<file path="src/rtl/priv_mode_ctrl_pkg.sv">
// Shared hart privilege types, reset defaults and settle FSM encoding.
// Latency: n/a (types and constants only).
// Backpressure: n/a.
package priv_mode_ctrl_pkg;

  typedef enum logic [1:0] {
    PRIV_U = 2'b00,
    PRIV_S = 2'b01,
    PRIV_M = 2'b11
  } privilege_level_e;

  typedef enum logic [1:0] {
    XRET_SRET = 2'b01,
    XRET_MRET = 2'b11
  } xret_kind_e;

  typedef struct packed {
    logic [1:0] mpp;
    logic       spp;
    logic       mie;
    logic       sie;
    logic       mpie;
    logic       spie;
  } priv_status_t;

  typedef enum logic {
    ST_IDLE   = 1'b0,
    ST_SETTLE = 1'b1
  } settle_state_e;

  localparam logic [1:0] RST_PRIV   = PRIV_M;
  localparam logic [1:0] RST_TARGET = PRIV_M;

  // Without U-mode the only legal MPP value is M.
  function automatic priv_status_t rst_status(input bit has_u);
    rst_status     = '0;
    rst_status.mpp = has_u ? PRIV_U : PRIV_M;
  endfunction

endpackage

</file>
<file path="src/rtl/priv_mode_ctrl_trap_target.sv">
// Trap delegation decode: picks S or M as the target level of a trap.
// Latency: purely combinational.
// Backpressure: none.
module priv_trap_target
  import priv_mode_ctrl_pkg::*;
#(
  parameter bit HAS_S      = 1'b1,
  parameter int CAUSE_W    = 6,
  parameter int NUM_CAUSES = 64
) (
  input  logic [1:0]            cur_i,
  input  logic                  is_int_i,
  input  logic [CAUSE_W-1:0]    cause_i,
  input  logic [NUM_CAUSES-1:0] medeleg_i,
  input  logic [NUM_CAUSES-1:0] mideleg_i,
  output logic [1:0]            target_o
);

  logic deleg_bit;

  // Select the delegation bit; causes beyond the vector read as not delegated.
  always_comb begin
    deleg_bit = 1'b0;
    for (int i = 0; i < NUM_CAUSES; i++) begin
      if (int'(cause_i) == i) begin
        deleg_bit = is_int_i ? mideleg_i[i] : medeleg_i[i];
      end
    end
  end

  assign target_o = (HAS_S && (cur_i != PRIV_M) && deleg_bit) ? PRIV_S : PRIV_M;

endmodule

</file>
<file path="src/rtl/priv_mode_ctrl.sv">
// Hart privilege-mode controller: trap entry, MRET/SRET, WARL status writes, settle window.
// Latency: every event sampled in cycle N is visible in cycle N+1; settle_busy spans SETTLE_CYCLES.
// Backpressure: xret_ready drops while settling; traps are never stalled. Optional debug: PRIV_DEBUG_EN.
module priv_mode_ctrl
  import priv_mode_ctrl_pkg::*;
#(
  parameter bit HAS_S         = 1'b1,
  parameter bit HAS_U         = 1'b1,
  parameter int CAUSE_W       = 6,
  parameter int NUM_CAUSES    = 64,
  parameter int SETTLE_CYCLES = 2
) (
  input  logic                  clock,
  input  logic                  reset,
  input  logic                  trap_valid,
  input  logic                  trap_is_int,
  input  logic [CAUSE_W-1:0]    trap_cause,
  input  logic [NUM_CAUSES-1:0] medeleg,
  input  logic [NUM_CAUSES-1:0] mideleg,
  input  logic                  xret_valid,
  input  logic [1:0]            xret_kind,
  output logic                  xret_ready,
  output logic                  xret_illegal,
  input  logic                  status_w_en,
  input  priv_status_t          status_w,
  output logic [1:0]            priv_rval,
  output priv_status_t          status_rval,
  output logic [1:0]            trap_target,
  output logic                  priv_switch,
  output logic                  settle_busy
`ifdef PRIV_DEBUG_EN
  ,
  input  logic                  debug_enter,
  input  logic                  dret_valid,
  output logic                  debug_mode,
  output logic [1:0]            dcsr_prv
`endif
);

  localparam int CNT_W = (SETTLE_CYCLES > 1) ? $clog2(SETTLE_CYCLES) : 1;
  localparam logic [CNT_W-1:0] CNT_LOAD = CNT_W'(SETTLE_CYCLES - 1);

  logic [1:0]    priv_q, priv_d;
  logic [1:0]    target_q, target_d;
  priv_status_t  status_q, status_d;
  logic          switch_q, illegal_q, illegal_d;
  settle_state_e fsm_q, fsm_d;
  logic [CNT_W-1:0] cnt_q, cnt_d;
  logic [1:0]    trap_tgt, new_mpp;
  logic          trap_take, xret_take, xret_blocked, settle_start;
  logic          mret_ok, sret_ok;

  priv_trap_target #(
    .HAS_S     (HAS_S),
    .CAUSE_W   (CAUSE_W),
    .NUM_CAUSES(NUM_CAUSES)
  ) u_trap_target (
    .cur_i    (priv_q),
    .is_int_i (trap_is_int),
    .cause_i  (trap_cause),
    .medeleg_i(medeleg),
    .mideleg_i(mideleg),
    .target_o (trap_tgt)
  );

  assign settle_busy = (fsm_q == ST_SETTLE);
  assign xret_ready  = !settle_busy;

`ifdef PRIV_DEBUG_EN
  logic       dbg_q, dbg_d;
  logic [1:0] dcsr_q, dcsr_d;
  logic       dbg_enter_take, dret_take;

  // Re-entering debug while already in it would clobber the saved level, so it is ignored.
  assign dbg_enter_take = debug_enter && !dbg_q;
  assign dret_take      = dret_valid && dbg_q;
  assign trap_take      = trap_valid && !dbg_q && !dbg_enter_take;
  assign xret_take      = xret_valid && xret_ready && !trap_take && !dbg_enter_take && !dret_take;
  assign xret_blocked   = dbg_q;
  assign debug_mode     = dbg_q;
  assign dcsr_prv       = dcsr_q;
`else
  assign trap_take      = trap_valid;
  assign xret_take      = xret_valid && xret_ready && !trap_take;
  assign xret_blocked   = 1'b0;
`endif

  assign mret_ok = !xret_blocked && (xret_kind == XRET_MRET) && (priv_q == PRIV_M);
  assign sret_ok = !xret_blocked && HAS_S && (xret_kind == XRET_SRET) && (priv_q >= PRIV_S);

  // WARL filter on MPP: unsupported encodings keep the current value.
  always_comb begin
    new_mpp = status_w.mpp;
    if ((status_w.mpp == 2'b10) ||
        ((status_w.mpp == PRIV_S) && !HAS_S) ||
        ((status_w.mpp == PRIV_U) && !HAS_U)) begin
      new_mpp = status_q.mpp;
    end
  end

  // Next privilege/status: debug > trap > xRET > CSR write, one event per cycle.
  always_comb begin
    priv_d       = priv_q;
    status_d     = status_q;
    target_d     = target_q;
    illegal_d    = 1'b0;
    settle_start = 1'b0;
`ifdef PRIV_DEBUG_EN
    dbg_d        = dbg_q;
    dcsr_d       = dcsr_q;
    if (dbg_enter_take) begin
      dcsr_d       = priv_q;
      dbg_d        = 1'b1;
      priv_d       = PRIV_M;
      settle_start = 1'b1;
    end else if (dret_take) begin
      dbg_d        = 1'b0;
      priv_d       = dcsr_q;
      settle_start = 1'b1;
    end else
`endif
    if (trap_take) begin
      target_d     = trap_tgt;
      priv_d       = trap_tgt;
      settle_start = 1'b1;
      if (trap_tgt == PRIV_S) begin
        status_d.spp  = priv_q[0];
        status_d.spie = status_q.sie;
        status_d.sie  = 1'b0;
      end else begin
        status_d.mpp  = priv_q;
        status_d.mpie = status_q.mie;
        status_d.mie  = 1'b0;
      end
    end else if (xret_take) begin
      if (mret_ok) begin
        priv_d        = status_q.mpp;
        status_d.mie  = status_q.mpie;
        status_d.mpie = 1'b1;
        status_d.mpp  = HAS_U ? PRIV_U : PRIV_M;
        settle_start  = 1'b1;
      end else if (sret_ok) begin
        priv_d        = {1'b0, status_q.spp};
        status_d.sie  = status_q.spie;
        status_d.spie = 1'b1;
        status_d.spp  = 1'b0;
        settle_start  = 1'b1;
      end else begin
        illegal_d     = 1'b1;
      end
    end else if (status_w_en) begin
      status_d.mpp  = new_mpp;
      status_d.mie  = status_w.mie;
      status_d.mpie = status_w.mpie;
      status_d.spp  = HAS_S ? status_w.spp  : 1'b0;
      status_d.sie  = HAS_S ? status_w.sie  : 1'b0;
      status_d.spie = HAS_S ? status_w.spie : 1'b0;
    end
  end

  // Settle window: any switch (re)loads the countdown, expiry returns to idle.
  always_comb begin
    fsm_d = fsm_q;
    cnt_d = cnt_q;
    if (settle_start) begin
      fsm_d = ST_SETTLE;
      cnt_d = CNT_LOAD;
    end else if (fsm_q == ST_SETTLE) begin
      if (cnt_q == '0) begin
        fsm_d = ST_IDLE;
      end else begin
        cnt_d = cnt_q - 1'b1;
      end
    end
  end

  // State registers with synchronous reset.
  always_ff @(posedge clock) begin
    if (reset) begin
      priv_q    <= RST_PRIV;
      status_q  <= rst_status(HAS_U);
      target_q  <= RST_TARGET;
      switch_q  <= 1'b0;
      illegal_q <= 1'b0;
      fsm_q     <= ST_IDLE;
      cnt_q     <= '0;
    end else begin
      priv_q    <= priv_d;
      status_q  <= status_d;
      target_q  <= target_d;
      switch_q  <= settle_start;
      illegal_q <= illegal_d;
      fsm_q     <= fsm_d;
      cnt_q     <= cnt_d;
    end
  end

`ifdef PRIV_DEBUG_EN
  // Debug-mode flag and saved privilege level.
  always_ff @(posedge clock) begin
    if (reset) begin
      dbg_q  <= 1'b0;
      dcsr_q <= RST_PRIV;
    end else begin
      dbg_q  <= dbg_d;
      dcsr_q <= dcsr_d;
    end
  end
`endif

  assign priv_rval    = priv_q;
  assign status_rval  = status_q;
  assign trap_target  = target_q;
  assign priv_switch  = switch_q;
  assign xret_illegal = illegal_q;

endmodule
</file>
<file path="config.mk">
export PLATFORM = sky130hd
export DESIGN_NAME = priv_mode_ctrl
export DESIGN_NICKNAME = d
export VERILOG_FILES = /design/src/rtl/priv_mode_ctrl_pkg.sv /design/src/rtl/priv_mode_ctrl_trap_target.sv /design/src/rtl/priv_mode_ctrl.sv
export SDC_FILE = /design/constraint.sdc
export NUM_CORES = 1
export LEC_CHECK = 0
export BUFFER_PORTS_ARGS = -buffer_cell sky130_fd_sc_hd__clkbuf_2
export CORE_UTILIZATION = 38
export CTS_CLUSTER_SIZE = 25
export DETAILED_ROUTE_END_ITERATION = 8
export GPL_TIMING_DRIVEN = 0
export PLACE_DENSITY = 0.71
export SETUP_SLACK_MARGIN = 0.5
export SLEW_MARGIN = 25
export SYNTH_ARGS = -nofsm -noshare
export SYNTH_HDL_FRONTEND = slang
export SYNTH_SLANG_ARGS = --single-unit
</file>
<file path="constraint.sdc">
create_clock -name clock -period 7.8 [get_ports clock]
set_clock_uncertainty 0.2 [all_clocks]
set_input_delay 1.56 -clock clock [delete_from_list [all_inputs] [get_ports clock]]
set_output_delay 1.56 -clock clock [all_outputs]
set_load 0.005 [all_outputs]
</file>
# Yosys cells after proc, flatten, opt, wreduce, memory -nomap -nowiden
# Cells that the tools add are included.
# word_totals
regBits,15
input_bits,149
elab_cells,270
output_inout_bits,15
# op_classes
n_addsub,1
magnitude_cmp,1
mux,163
eq_ne,75
n_bitwise,1
reduce_logical,17
# ops
cell,count
6-bit == test (second input constant),32
1-bit two-way mux,152
6-bit by 5-bit == test with 1-bit output (second input constant),16
6-bit by 4-bit == test with 1-bit output (second input constant),8
6-bit by 3-bit == test with 1-bit output (second input constant),4
7-bit two-way mux,3
2-bit two-way mux,8
6-bit by 2-bit == test with 1-bit output (second input constant),2
4-bit AND reduction,2
2-bit == test (second input constant),3
6-bit by 1-bit == test with 1-bit output (second input constant),1
6-bit zero test,1
3-bit by 2-bit != test with 1-bit output (second input constant),2
3-bit != test (second input constant),2
3-bit nonzero test,2
1-bit logical AND,5
2-bit by 1-bit == test with 1-bit output (second input constant),2
2-bit != test (second input constant),2
2-bit nonzero test,2
4-bit OR reduction,1
3-bit AND reduction,1
2-bit by 1-bit greater-or-equal comparator with 1-bit output (second input constant),1
1-bit zero test,2
2-bit by 1-bit != test with 1-bit output (second input constant),1
3 further kinds,3

# Logic depth before layout (Yosys ltp)
# logic_depth
ltp_word,70
mapped_depth,12
mapped_depth_nobuf,8

# Hierarchy
# From an unflattened synthesis, not the netlist that was laid out.
# hier_totals
hier_cells,318
hier_area_um2,2600.0
# by_module_without_submodules
mod,seq_area_each_um2,instances,cells_each,area_per_inst_um2
priv_trap_target,0.0,1,221,1779.2
priv_mode_ctrl,300.3,1,97,820.8

# Worst setup path before layout
# Ideal clock, no wire load.
# synth_path
path_kind,input to register
startpoint,input trap_is_int
endpoint,register status_q (netlist bit status_rval[1])
setup_ns,0.121
path_buffers,2
cell_stages,10
arrival_time_ns,3.759
slack_ns,3.720
required_ns,7.479
cell_sequence,buf_6 buf_12 mux2i_1 and3_4 a221oi_2 o211ai_1 a2111o_1 or4_4 o221a_4 mux2_4
# synth_between
elab_chain_cells,70
# synth_rtl
item,line_no,source
"start, declared",priv_mode_ctrl.sv:16,"input logic trap_is_int,"
1-bit two-way mux,priv_mode_ctrl_trap_target.sv:26,deleg_bit = is_int_i ? mideleg_i[i] : medeleg_i[i];
1-bit two-way mux (63 in a row),priv_mode_ctrl_trap_target.sv:25,if (int'(cause_i) == i) begin
1-bit two-way mux (*),priv_mode_ctrl_trap_target.sv:25,
1-bit logical AND (*),priv_mode_ctrl_trap_target.sv:31,assign target_o = (HAS_S && (cur_i != PRIV_M) && deleg_bit) ? PRIV_S : PRIV_M;
2-bit two-way mux (*),priv_mode_ctrl_trap_target.sv:31,
2-bit by 1-bit == test with 1-bit output (*),priv_mode_ctrl.sv:126,if (trap_tgt == PRIV_S) begin
2-bit != test (no source line) (*),--,
3-bit AND reduction (no source line) (*),--,
"end signal, assigned",priv_mode_ctrl.sv:181,status_q <= rst_status(HAS_U);
"end signal, assigned",priv_mode_ctrl.sv:189,status_q <= status_d;
"end, declared",priv_mode_ctrl.sv:45,"priv_status_t status_q, status_d;"
# Mark *: on every way between the ends. The rest lies on a longest branch, timed or not.
# A chain may end at the register's enable or synchronous reset.

# Worst setup path in the final report
# layout_path
startpoint,input trap_cause[0]
endpoint,register status_q (netlist bit status_rval[0])
# layout_between
elab_chain_cells,70
# layout_rtl
item,line_no,source
"start, declared",priv_mode_ctrl.sv:17,"input logic [CAUSE_W-1:0] trap_cause,"
6-bit zero test,priv_mode_ctrl_trap_target.sv:25,
1-bit two-way mux (63 in a row),priv_mode_ctrl_trap_target.sv:25,
1-bit two-way mux (*),priv_mode_ctrl_trap_target.sv:25,
1-bit logical AND (*),priv_mode_ctrl_trap_target.sv:31,
2-bit two-way mux (*),priv_mode_ctrl_trap_target.sv:31,
2-bit by 1-bit == test with 1-bit output (*),priv_mode_ctrl.sv:126,
2-bit by 1-bit != test with 1-bit output (no source line) (*),--,
4-bit AND reduction (no source line) (*),--,
# Marks and branches as above.

==> results.yml <==
yosys:
  synth.top_cell.area_share: 0.130
  ys_types: 64
  ys_ff_latch: 14
  yosys.area.top_type: "mux2i_1"
  synth_cells: 324
  syn-num-nets: 473
  async_flop_share: 0
  synth-edff-count: 0
  synthesis.area_sq_mm: 0.00263
  synth_area_leaders: "mux2i_1, dfxtp_1, mux4_2"
  yosysWarnings: 0
  seq_area_frac_synth: 0.107
  ys.flop_type: "dfxtp_1"
  synthTopCellsByCount: "mux2i_1, nand2_1, a21oi_1, o21ai_0"
  syn_avg_cell_area_sq_um: 8.11
  synth_most_common_cell: "mux2i_1"
hold_path:
  worstHoldEndpoint: "cnt_q"
  min_path_cells: 2
  min_path_type: "flop to flop"
  hp-start: "cnt_q"
critical_path:
  rrSetupSlack_ps: 5290
  cpPeakStageDelay_ps: 400
  critical_path.most_common_cell: "buf_2"
  crit_family: "compound AO/OA/AOI/OAI gates"
  regToRegStartpoint: "priv_rval[0]"
  cp.required_ps: 7730
  crit_path_start_kind: "input pin"
  slowest_stage: "a311oi_1"
  regToRegEndpoint: "status_rval[1]"
  arrival_ps: 4350
  worst-path-buf-inv: 5
  worstSetupPathType: "input pin to flop"
  critPathMaxFanout: 10
  cp-end-kind: "flop"
  path_cells: "clkbuf_2, buf_2, buf_4, buf_2, buf_2, o21ai_0, o21ai_0, o2111ai_1, a311oi_1, a211o_1, a22o_1, mux2_1"
  crit_cells: 12
  reg2reg_depth: 6
final_layout:
  drive_gt1_frac: 0.432
  stdcell_count: 561
  antenna_cells: 0
  nNetsFinal: 634
  syn_to_final_growth_pct: 35.5
routing:
  drc: 0
  routedWlPerCell_um: 18.6
  viasPerCell: 6.02
  initialDrtViolationCount: 244
  dr.pass1.iters: 5
  vias: 3379
  drtAntennaViolNets: 0
  wl_mm: 10.5
clock_network:
  clock-sinks: 14
  cts-htree-levels: 1
  ctsResizeCount: 0
  insertion_delay_ps: 250
  path_clk_slew_ps: 60
  postCtsSetupBuffers: 0
  clk_path_buf_depth: 2
  numCtsBuffers: 3
  holdBufCountCts: 0
  cts-root-buf: "clkbuf_8"
  cts_tree: "yes"
global_route:
  grt_overflow: 0
  antenna_found_initial: 0
  grt_pass1_wl_mm: 16.1
  grt_pass1_vias: 3277
  grtUsageTotal: 0.284
  grt_start_max_net_pins: 11
die:
  die_h_um: 85.2
  die_x_um: 85.2
  start_util: 0.405
  core_area_sq_mm: 0.00649
  io_pins: 164
  row_count: 29
  dieArea_sq_mm: 0.00725
timing:
  hold_viol_final: 0
  tightest_slew_ps: 726
  fin_tns_setup_ps: 0
  fin_crit_ps: 4420
  rsz0062_at_grt: "no"
  slew_violations: 0
  slew_headroom: 0.514
  fmax_ghz: 0.226
  setup_viol: 0
  period_share: 0.566
power_and_ir_drop:
  power_density_mw_per_mm2: 96.4
  total_leakage_power_nw: 1.66
  ir_drop_mv: 0.0686
outcome:
  status: "complete, no violations"
placed_design:
  place.gp.congestion: 0.914
  portBuffers: 156
  dp_hpwl_mm: 8.47
  dp.cells: 557
flow_run:
  cap_violations: 0
[kinds of logic (layout without fill, tap and decap cells)]
| kind of cell | Yosys count | count (layout) | share of synthesized area |
|---|---|---|---|
| buf+inv | 36 | 196 | 0.0795 |
| mux | 64 | 64 | 0.318 |
| other cells | 1 | 1 | 0.00143 |
| simple gates | 99 | 99 | 0.196 |
| flops | 14 | 14 | 0.107 |
| compound gates | 110 | 110 | 0.299 |
[through the flow]
stage               area, sq um  hold WS [ps]  setup WS, ps  power, mW  utilization
floorplan                  2630           237          3720      0.195            -
detailed placement         3500           255          3230      0.269        0.540
global placement           3500           245          3260      0.267        0.540
global route               3560           297          3220      0.365        0.548
CTS                        3560           263          3480      0.342        0.548
finish                     3560           264          3380      0.343        0.548
[placed cells by master, fill, tap and decap left out, types with 2 or more instances in the layout]
cell type / instances
a2111o_1: 3
a2111oi_0: 2
a211o_1: 5
a211oi_1: 7
a21boi_0: 2
a21oi_1: 22
a221oi_1: 3
a22oi_1: 3
a311oi_1: 2
a31oi_1: 3
a32oi_1: 5
and2_1: 6
buf_2: 11
buf_4: 4
clkbuf_1: 7
clkbuf_2: 156
clkbuf_8: 5
dfxtp_1: 14
inv_1: 8
mux2_2: 15
mux2_4: 2
mux2i_1: 34
mux4_1: 4
mux4_2: 8
nand2_1: 25
nand2b_1: 8
nand3_1: 9
nor2_1: 15
nor2b_1: 15
nor3_1: 10
nor4_1: 4
o211ai_1: 6
o21ai_0: 22
o21bai_1: 2
o221ai_1: 2
o22a_1: 2
o22ai_1: 4
o311a_1: 2
[power breakdown]
part / internal [mW] / total, mW / switching [mW]
sequential: 0.0786 / 0.0843 / 0.00562
combinational: 0.0924 / 0.187 / 0.0947
clock: 0.0448 / 0.0717 / 0.0269
[sequential cells by signal, indices dropped and copies added (netlist names)]
register / cells
status_rval: 7
xret_illegal: 1
trap_target: 1
priv_switch: 1
settle_busy: 1
priv_rval: 2
cnt_q: 1
[per-layer routing]
layer  vias to the layer above  GRT usage  routed length, um
li1                       1590          -                  -
met4                         0     0.0709                197
met2                       220      0.479               4830
met1                      1543      0.370               4390
met5                         -          0                  0
met3                        26     0.0574               1040
[layout make-up]
| type | instances | area [sq um] |
|---|---|---|
| fillers | 643 | 2940 |
| multi-input cells | 274 | 2140 |
| repair buffers | 156 | 781 |
| flip-flops and latches | 14 | 280 |
| plain buffers | 27 | 175 |
| well taps | 77 | 96.3 |
| clock buffers | 4 | 55.1 |
| inverters | 9 | 33.8 |
[worst max path at each step]
| stage | end | from |
|---|---|---|
| after floorplan | status_rval[1] | trap_is_int |
| after global placement | status_rval[0] | trap_cause[1] |
| after detailed placement | status_rval[0] | trap_cause[1] |
| after CTS | status_rval[0] | trap_cause[1] |
| after global routing | status_rval[0] | trap_cause[0] |
| final | status_rval[0] | trap_cause[0] |
[worst register-to-register path, delay by kind of cell (launching register included)]
family	cells	cell delay [ps]
multiplexers	1	290
flip-flops	1	370
AND/OR/NAND/NOR	2	700
AO/OA/AOI/OAI	3	850
Power figures use the tool's default switching activity.
